File: src/rtl/y_ctrl_seq.sv
// Multi-cycle FETCH/DECODE/EXEC/MEM/WB control sequencer for the yIF/yID/yEX/yDM datapath.
// Optional feature: define Y_CTRL_SEQ_BNE_EN to decode opcode 05 as bne.
module y_ctrl_seq #(
  parameter logic [31:0] RESET_PC  = 32'h80,
  parameter int unsigned MAX_INSNS = 0,
  parameter int unsigned CNT_W     = 16
) (
  input  logic             clk,
  input  logic             rst_n,
  input  logic             start,
  input  logic [31:0]      ins,
  input  logic             zero,
  input  logic [31:0]      pc_p4,
  input  logic [31:0]      imm,
  input  logic [25:0]      jtarget,
  output logic [31:0]      pc_out,
  output logic             ir_ld,
  output logic             reg_dst,
  output logic             reg_write,
  output logic             alu_src,
  output logic [2:0]       alu_op,
  output logic             mem_read,
  output logic             mem_write,
  output logic             mem2reg,
  output logic             busy,
  output logic             halted,
  output logic             illegal,
  output logic [CNT_W-1:0] insn_count
);

  typedef enum logic [2:0] {S_IDLE, S_FETCH, S_DECODE, S_EXEC, S_MEM, S_WB, S_HALT} state_t;
  typedef enum logic [2:0] {K_ALU, K_LW, K_SW, K_BEQ, K_BNE, K_J} kind_t;

  state_t           state, state_nxt;
  kind_t            kind, d_kind;
  logic [31:0]      ir, pc, pc_nxt;
  logic [CNT_W-1:0] cnt, cnt_inc;
  logic             illegal_q;
  logic             c_reg_dst, c_alu_src, c_mem_read, c_mem2reg;
  logic [2:0]       c_alu_op;
  logic             d_ok, d_halt, d_reg_dst, d_alu_src, d_mem_read, d_mem2reg;
  logic [2:0]       d_alu_op;
  logic             last, taken, limit_hit, in_ex, idle_like;

  always_comb begin
    d_ok       = 1'b1;
    d_halt     = 1'b0;
    d_kind     = K_ALU;
    d_reg_dst  = 1'b0;
    d_alu_src  = 1'b0;
    d_alu_op   = 3'd0;
    d_mem_read = 1'b0;
    d_mem2reg  = 1'b0;
    case (ir[31:26])
      6'h00: begin
        d_reg_dst = 1'b1;
        case (ir[5:0])
          6'h20:   d_alu_op = 3'd2;
          6'h22:   d_alu_op = 3'd6;
          6'h24:   d_alu_op = 3'd0;
          6'h25:   d_alu_op = 3'd1;
          6'h2A:   d_alu_op = 3'd7;
          default: d_ok = 1'b0;
        endcase
      end
      6'h08: begin d_alu_src = 1'b1; d_alu_op = 3'd2; end
      6'h23: begin
        d_kind = K_LW; d_alu_src = 1'b1; d_alu_op = 3'd2;
        d_mem_read = 1'b1; d_mem2reg = 1'b1;
      end
      6'h2B: begin d_kind = K_SW; d_alu_src = 1'b1; d_alu_op = 3'd2; end
      6'h04: begin d_kind = K_BEQ; d_alu_op = 3'd6; end
`ifdef Y_CTRL_SEQ_BNE_EN
      6'h05: begin d_kind = K_BNE; d_alu_op = 3'd6; end
`endif
      6'h02:   d_kind = K_J;
      6'h3F:   d_halt = 1'b1;
      default: d_ok = 1'b0;
    endcase
  end

  // The retiring edge depends on the instruction class, not on a fixed state.
  always_comb begin
    last = (state == S_WB) ||
           (state == S_MEM  && kind == K_SW) ||
           (state == S_EXEC && (kind == K_BEQ || kind == K_BNE || kind == K_J));
    taken     = (kind == K_BEQ && zero) || (kind == K_BNE && !zero);
    cnt_inc   = (&cnt) ? cnt : cnt + 1'b1;
    limit_hit = (MAX_INSNS != 0) && (cnt_inc == CNT_W'(MAX_INSNS));
    if (kind == K_J)
      pc_nxt = {pc_p4[31:28], jtarget, 2'b00};
    else if (taken)
      pc_nxt = pc_p4 + {imm[29:0], 2'b00};
    else
      pc_nxt = pc_p4;
  end

  always_comb begin
    state_nxt = state;
    case (state)
      S_IDLE, S_HALT: if (start) state_nxt = S_FETCH;
      S_FETCH:  state_nxt = S_DECODE;
      S_DECODE: state_nxt = (d_halt || !d_ok) ? S_HALT : S_EXEC;
      S_EXEC:   if (kind == K_ALU) state_nxt = S_WB;
                else if (kind == K_LW || kind == K_SW) state_nxt = S_MEM;
      S_MEM:    if (kind == K_LW) state_nxt = S_WB;
      default:  state_nxt = state;
    endcase
    if (last) state_nxt = limit_hit ? S_HALT : S_FETCH;
  end

  always_ff @(posedge clk or negedge rst_n) begin
    if (!rst_n) begin
      state      <= S_IDLE;
      kind       <= K_ALU;
      ir         <= '0;
      pc         <= RESET_PC;
      cnt        <= '0;
      illegal_q  <= 1'b0;
      c_reg_dst  <= 1'b0;
      c_alu_src  <= 1'b0;
      c_alu_op   <= '0;
      c_mem_read <= 1'b0;
      c_mem2reg  <= 1'b0;
    end else begin
      state <= state_nxt;
      if ((state == S_IDLE || state == S_HALT) && start) begin
        pc        <= RESET_PC;
        cnt       <= '0;
        illegal_q <= 1'b0;
      end
      if (state == S_FETCH) ir <= ins;
      if (state == S_DECODE) begin
        kind       <= d_kind;
        c_reg_dst  <= d_reg_dst;
        c_alu_src  <= d_alu_src;
        c_alu_op   <= d_alu_op;
        c_mem_read <= d_mem_read;
        c_mem2reg  <= d_mem2reg;
        if (!d_ok && !d_halt) illegal_q <= 1'b1;
      end
      if (last) begin
        pc  <= pc_nxt;
        cnt <= cnt_inc;
      end
    end
  end

  always_comb begin
    in_ex      = (state == S_EXEC) || (state == S_MEM) || (state == S_WB);
    idle_like  = (state == S_IDLE) || (state == S_HALT);
    pc_out     = pc;
    ir_ld      = (state == S_FETCH);
    reg_dst    = in_ex && c_reg_dst;
    alu_src    = in_ex && c_alu_src;
    alu_op     = in_ex ? c_alu_op : 3'd0;
    mem_read   = in_ex && c_mem_read;
    mem2reg    = in_ex && c_mem2reg;
    reg_write  = (state == S_WB);
    mem_write  = (state == S_MEM) && (kind == K_SW);
    busy       = !idle_like;
    halted     = (state == S_HALT);
    illegal    = illegal_q;
    insn_count = cnt;
  end

endmodule
File: config.mk
export PLATFORM = sky130hd
export DESIGN_NAME = y_ctrl_seq
export DESIGN_NICKNAME = d
export VERILOG_FILES = /design/src/rtl/y_ctrl_seq.sv
export SDC_FILE = /design/constraint.sdc
export NUM_CORES = 1
export LEC_CHECK = 0
export BUFFER_PORTS_ARGS = -buffer_cell sky130_fd_sc_hd__buf_2
export CAP_MARGIN = 20
export CORE_ASPECT_RATIO = 1.5
export CORE_UTILIZATION = 55
export DETAILED_ROUTE_END_ITERATION = 16
export PLACE_DENSITY = 0.87
export SLEW_MARGIN = 20
export SYNTH_ARGS = -nofsm -noshare
export SYNTH_HDL_FRONTEND = slang
export SYNTH_SLANG_ARGS = --single-unit
File: constraint.sdc
create_clock -name clk -period 3.4 [get_ports clk]
set_input_delay 0.17 -clock clk [delete_from_list [all_inputs] [get_ports clk]]
set_output_delay 0.17 -clock clk [all_outputs]
set_load 0.05 [all_outputs]
## Word level (Yosys, flattened, before mapping)

Cells that the tools add are included.

| word-level totals | value |
|---|---|
| register bits after elaboration | 93 |
| output and inout bits | 61 |
| logic and storage cells | 100 |

| cells by class | value |
|---|---|
| multiplexer cells | 27 |
| $add $sub $neg | 2 |
| eq/ne operators | 26 |
| reduce and logical (&&, ||, !) cells | 35 |

Operators with widths:

| kind | count |
|---|---|
| $mux W32 | 4 |
| $eq A6 B6 Y1 const B | 8 |
| $mux W16 | 3 |
| $add A32 B32 Y32 | 1 |
| $pmux W3 S4 | 2 |
| $mux W3 | 7 |
| $add A16 B1 Y16 const B | 1 |
| $reduce_and A16 Y1 | 1 |
| $eq A3 B3 Y1 const B | 5 |
| $pmux W3 S5 | 1 |
| $eq A3 B2 Y1 const B | 4 |
| $logic_or A1 B1 Y1 | 10 |
| $logic_and A1 B1 Y1 | 9 |
| $pmux W3 S3 | 1 |
| $mux W1 | 8 |
| $eq A3 B1 Y1 const B | 2 |
| $eq A6 B2 Y1 const B | 1 |
| $eq A6 B3 Y1 const B | 1 |
| $eq A6 B4 Y1 const B | 1 |
| $logic_not A3 Y1 | 2 |
| $logic_not A6 Y1 | 1 |
| $reduce_bool A6 Y1 | 1 |
| $reduce_or A6 Y1 | 1 |
| $reduce_or A5 Y1 | 1 |
| 11 further kinds | 14 |

## Logic depth before layout (Yosys ltp)

| depth | value |
|---|---|
| depth after elaboration | 9 |
| depth in mapped cells | 11 |
| mapped depth without buffers | 11 |

## Worst setup path after synthesis

No wires, ideal clock.

| path | value |
|---|---|
| path type | reg-to-output |
| start point | reg kind[0] |
| end point | out mem_write |
| path slack | 0.897 ns |
| data arrival time | 2.333 ns |
| stages on the path, launching flop included | 4 |
| path buffers | 1 |
| required time | 3.230 ns |
| cell sequence | dfrtp_1 buf_2 nor3b_1 nor4b_1 |

| between the ends | value |
|---|---|
| longest elaborated chain between the ends | 2 |

RTL lines:

| what | line | text |
|---|---|---|
| start, declared | 35 | `kind_t kind, d_kind;` |
| start signal, assigned | 134 | `kind <= d_kind;` |
| $eq A3 B2 Y1 | 160 | `mem_write = (state == S_MEM) && (kind == K_SW);` |
| $logic_and A1 B1 Y1 | 160 |  |
| end, declared | 23 | `output logic mem_write,` |

No other way between the ends.

## Final worst setup path

| path | value |
|---|---|
| start point | reg ir[30] |
| end point | reg state[2] |

| between the ends | value |
|---|---|
| longest elaborated chain between the ends | 8 |
| elaborated cells between the ends (all ways) | 15 |
| those cells by class | eq/ne: 6; mux: 5; reduce/logical: 4 |

RTL lines:

| what | line | text |
|---|---|---|
| start, declared | 36 | `logic [31:0] ir, pc, pc_nxt;` |
| start signal, assigned | 132 | `if (state == S_FETCH) ir <= ins;` |
| $eq A6 B3 Y1 (tied with other cells) | 54 | `case (ir[31:26])` |
| $reduce_or A6 Y1 (no source line) | -- |  |
| $pmux W1 S2 | 54 |  |
| $logic_not A1 Y1 | 103 | `S_DECODE: state_nxt = (d_halt \|\| !d_ok) ? S_HALT : S_EXEC;` |
| $logic_or A1 B1 Y1 * | 103 |  |
| $mux W3 * | 103 |  |
| $pmux W3 S5 * | 100 | `case (state)` |
| $mux W3 * | 109 | `if (last) state_nxt = limit_hit ? S_HALT : S_FETCH;` |
| end signal, assigned | 126 | `state <= state_nxt;` |
| end, declared | 34 | `state_t state, state_nxt;` |

Mark *: on every way between the ends. The rest lies on a longest branch, timed or not.
A chain may end at the register's enable or synchronous reset.

==> flow_summary.yaml <==
run_status:
  status: "finished, violations left"
  violations: "negative hold slack"
synth:
  synth_compound_area_share_pct: 25.68
  ys_seq_elements: 73
  synthFlopType: "dfrtp_1"
  syn_inst: 655
  synth_top_area_share_pct: 33.41
  syn_area_um2: 5393
  synth.top_cells.by_count: "dfrtp_1 (72), nand2_1 (72), a21oi_1 (67)"
  synth-edff-count: 0
  async_flop_share_pct: 100.0
  yosys.area_share.simple_pct: 20.77
  synth_mux_area_share_pct: 2.274
  syn_nets: 812
  seq_area_frac_synth_pct: 33.90
  yosysWarnings: 0
  syn_avg_cell_area_um2: 8.233
  synth_top_family_by_area: "compound AO/OA/AOI/OAI gates"
  yosys.area.top_type: "dfrtp_1"
  synth-adder-area-share_pct: 7.332
  yosysUniqueCellTypes: 73
  synth-xor-area-share_pct: 6.172
  synth.area.top_cells: "dfrtp_1 (33%), ha_1 (7.0%), a21oi_1 (6.2%), nand2_1 (5.0%), o21ai_0 (4.5%)"
cells_and_area:
  layout-drive-gt1-share_pct: 26.83
  stdcell_count: 917
  multi_input_area_um2: 3362
  nets: 958
  regArea_um2: 1828
  final_cell_area_um2: 6580
  fill_cells: 773
  syn2layout_area_growth_pct: 22.02
  final_core_util_pct: 70.29
  diodes: 0
worst_setup_path:
  crit_type: "flip-flop to flip-flop"
  r2r_slack_ps: 950
  max_stage_delay_ps: 570
  cp.required_ps: 3600
  crit_chain: "nor4_2 -> nand4b_1 -> a21oi_1 -> nand2b_1 -> o211ai_1 -> a21oi_1 -> or3_1"
  critPathMostFrequentCell: "a21oi_1"
  start_kind: "flip-flop"
  r2r_start: "ir[30]$_DFFE_PN0P_"
  worst-r2r-cell-count: 7
  cp-end-kind: "flip-flop"
  cpMaxStageDelayCell: "nor4_2"
  crit_fanout: 8
  r2r-end: "state[2]$_DFFE_PN0P_"
  arrival_ps: 2650
sta:
  fin_skew_ps: 5.432
  final_hold_viol_count: 21
  tightest_slew_ps: 951.9
  finalSetupTns_ps: 0
  setup_viol: 0
  setup_ws_ps: 953.4
  max_freq_mhz: 408.7
  whs_ps: -38.53
  relSlewSlack_pct: 36.54
  fin_crit_ps: 2447
  final_max_slew_viol_count: 0
  rsz0062_at_grt: "no"
  fin_crit_sh_pct: 71.96
global_routing:
  grt_pass1_wl_um: 25400
  grt_overflow_total: 0
  grt_use_total_pct: 30.85
  grt_pass1_vias: 5578
  grt_max_degree: 74
  antenna_found_initial: 0
placed_design:
  place_area_um2: 6270
  portBuffers: 164
  dp.cells: 902
  routabilityCongestion: 0.9742
  place_hpwl_um: 11890
  pre_cts_ws_ps: 668.5
clocking:
  clk_pin_slew_ps: 60
  post_cts.repair.setup_buffers: 0
  ctsHoldBuffers: 0
  ctsRootBufferMaster: "clkbuf_16"
  htree_levels: 3
  clk_latency_ps: 330
  clockBufferDepth: 2
  cts_resized: 0
  cts_buffers: 9
  cts_tree: "yes"
  cts_sinks: 73
die:
  rows: 43
  dieArea_um2: 10210
  die_x_um: 82.85
  top_level_ports: 187
  core-area_um2: 9361
  start_util_pct: 57.60
  fp.dieH_um: 123.3
hold_path:
  hp-class: "primary input to async pin"
power:
  power_leakage_nw: 3.177
  total_power_mw: 2.362
  ir_worst_vdd_v: 0.0002891
  power.density_nw_per_um2: 358.9
route:
  wl_um: 15790
  routedWlPerCell_um: 17.22
  vias: 5676
  drt_iter0_markers: 359
  antenna_left: 0
  drt_pass1_iterations: 5
  drc: 0
  via_per_inst: 6.190
flow_run:
  drv_cap: 0
metal layers:
metal	up-vias	GRT usage, %	share of wire [%]
met5	-	0	0
met4	0	17.35	4.9
met3	67	3.805	6.2
met2	266	54.87	50
met1	2658	36.13	38
li1	2685	-	-
area by class of cell:
cell class | instances | share of cell area [%]
clock inverter | 5 | 1.236
timing repair buffer | 171 | 13.31
tap | 112 | 2.130
clock buffer | 10 | 3.480
inverter | 17 | 0.9698
multi-input combinational | 529 | 51.09
sequential | 73 | 27.78
worst max path at each step:
| stage | start | end | slack, ps | cells after the start |
|---|---|---|---|---|
| 2_1_floorplan | kind[0]$_DFFE_PN0P_ | mem_write | 900 | 3 |
| 3_3_place_gp | pc_p4[2] | pc_out[30]$_DFFE_PN0P_ | 740 | 12 |
| 3_5_place_dp | pc_p4[2] | pc_out[30]$_DFFE_PN0P_ | 670 | 12 |
| 4_1_cts | ir[30]$_DFFE_PN0P_ | state[2]$_DFFE_PN0P_ | 1000 | 7 |
| 5_1_grt | state[1]$_DFFE_PN0P_ | insn_count[15]$_DFFE_PN0P_ | 820 | 8 |
| 6_report | ir[30]$_DFFE_PN0P_ | state[2]$_DFFE_PN0P_ | 950 | 7 |
cells by family (layout without fill, tap and decap cells):
group,count (synthesis),count (layout)
AOI/OAI and AO/OA,216,216
xor gates and xnor gates,38,38
adders and majority gates,31,31
buffers and inverters,53,203
DFF,73,73
muxes,11,11
and+or+nand+nor,233,233
cell usage in the layout, fill, tap and decap left out, types with 9 or more instances in the layout:
master and n:
nor2_1 54, a31oi_1 11, a21o_1 13, nand2_1 72, o21ai_0 49, a21oi_1 67
nor3_1 15, inv_1 16, a211oi_1 10, ha_1 30, xor2_1 19, mux2_2 10
dfrtp_1 72, o211ai_1 10, nand3_1 40, buf_2 163, and3_1 9, xnor2_1 19
and2_1 10, clkbuf_16 9
registers in the layout (all words and copies together) (netlist names):
register / count
pc_out: 32
c_alu_op: 3
state: 3
ir: 12
c_reg_dst: 1
c_mem2reg: 1
c_alu_src: 1
illegal: 1
kind: 3
insn_count: 16
where the power goes:
group          switching (mW)  total (mW)  internal (mW)
clock                   0.368        1.01          0.638
sequential            0.00527       0.883          0.878
combinational           0.281       0.471          0.191
total                   0.654        2.36           1.71
worst max-delay path: cells and delay by family, from the launching register on:
kind | cells | cell delay (ps)
AOI/OAI and AO/OA | 3 | 500
DFF | 1 | 470
and+or+nand+nor | 4 | 1340
Note: power is estimated with default switching activity, not from simulation.
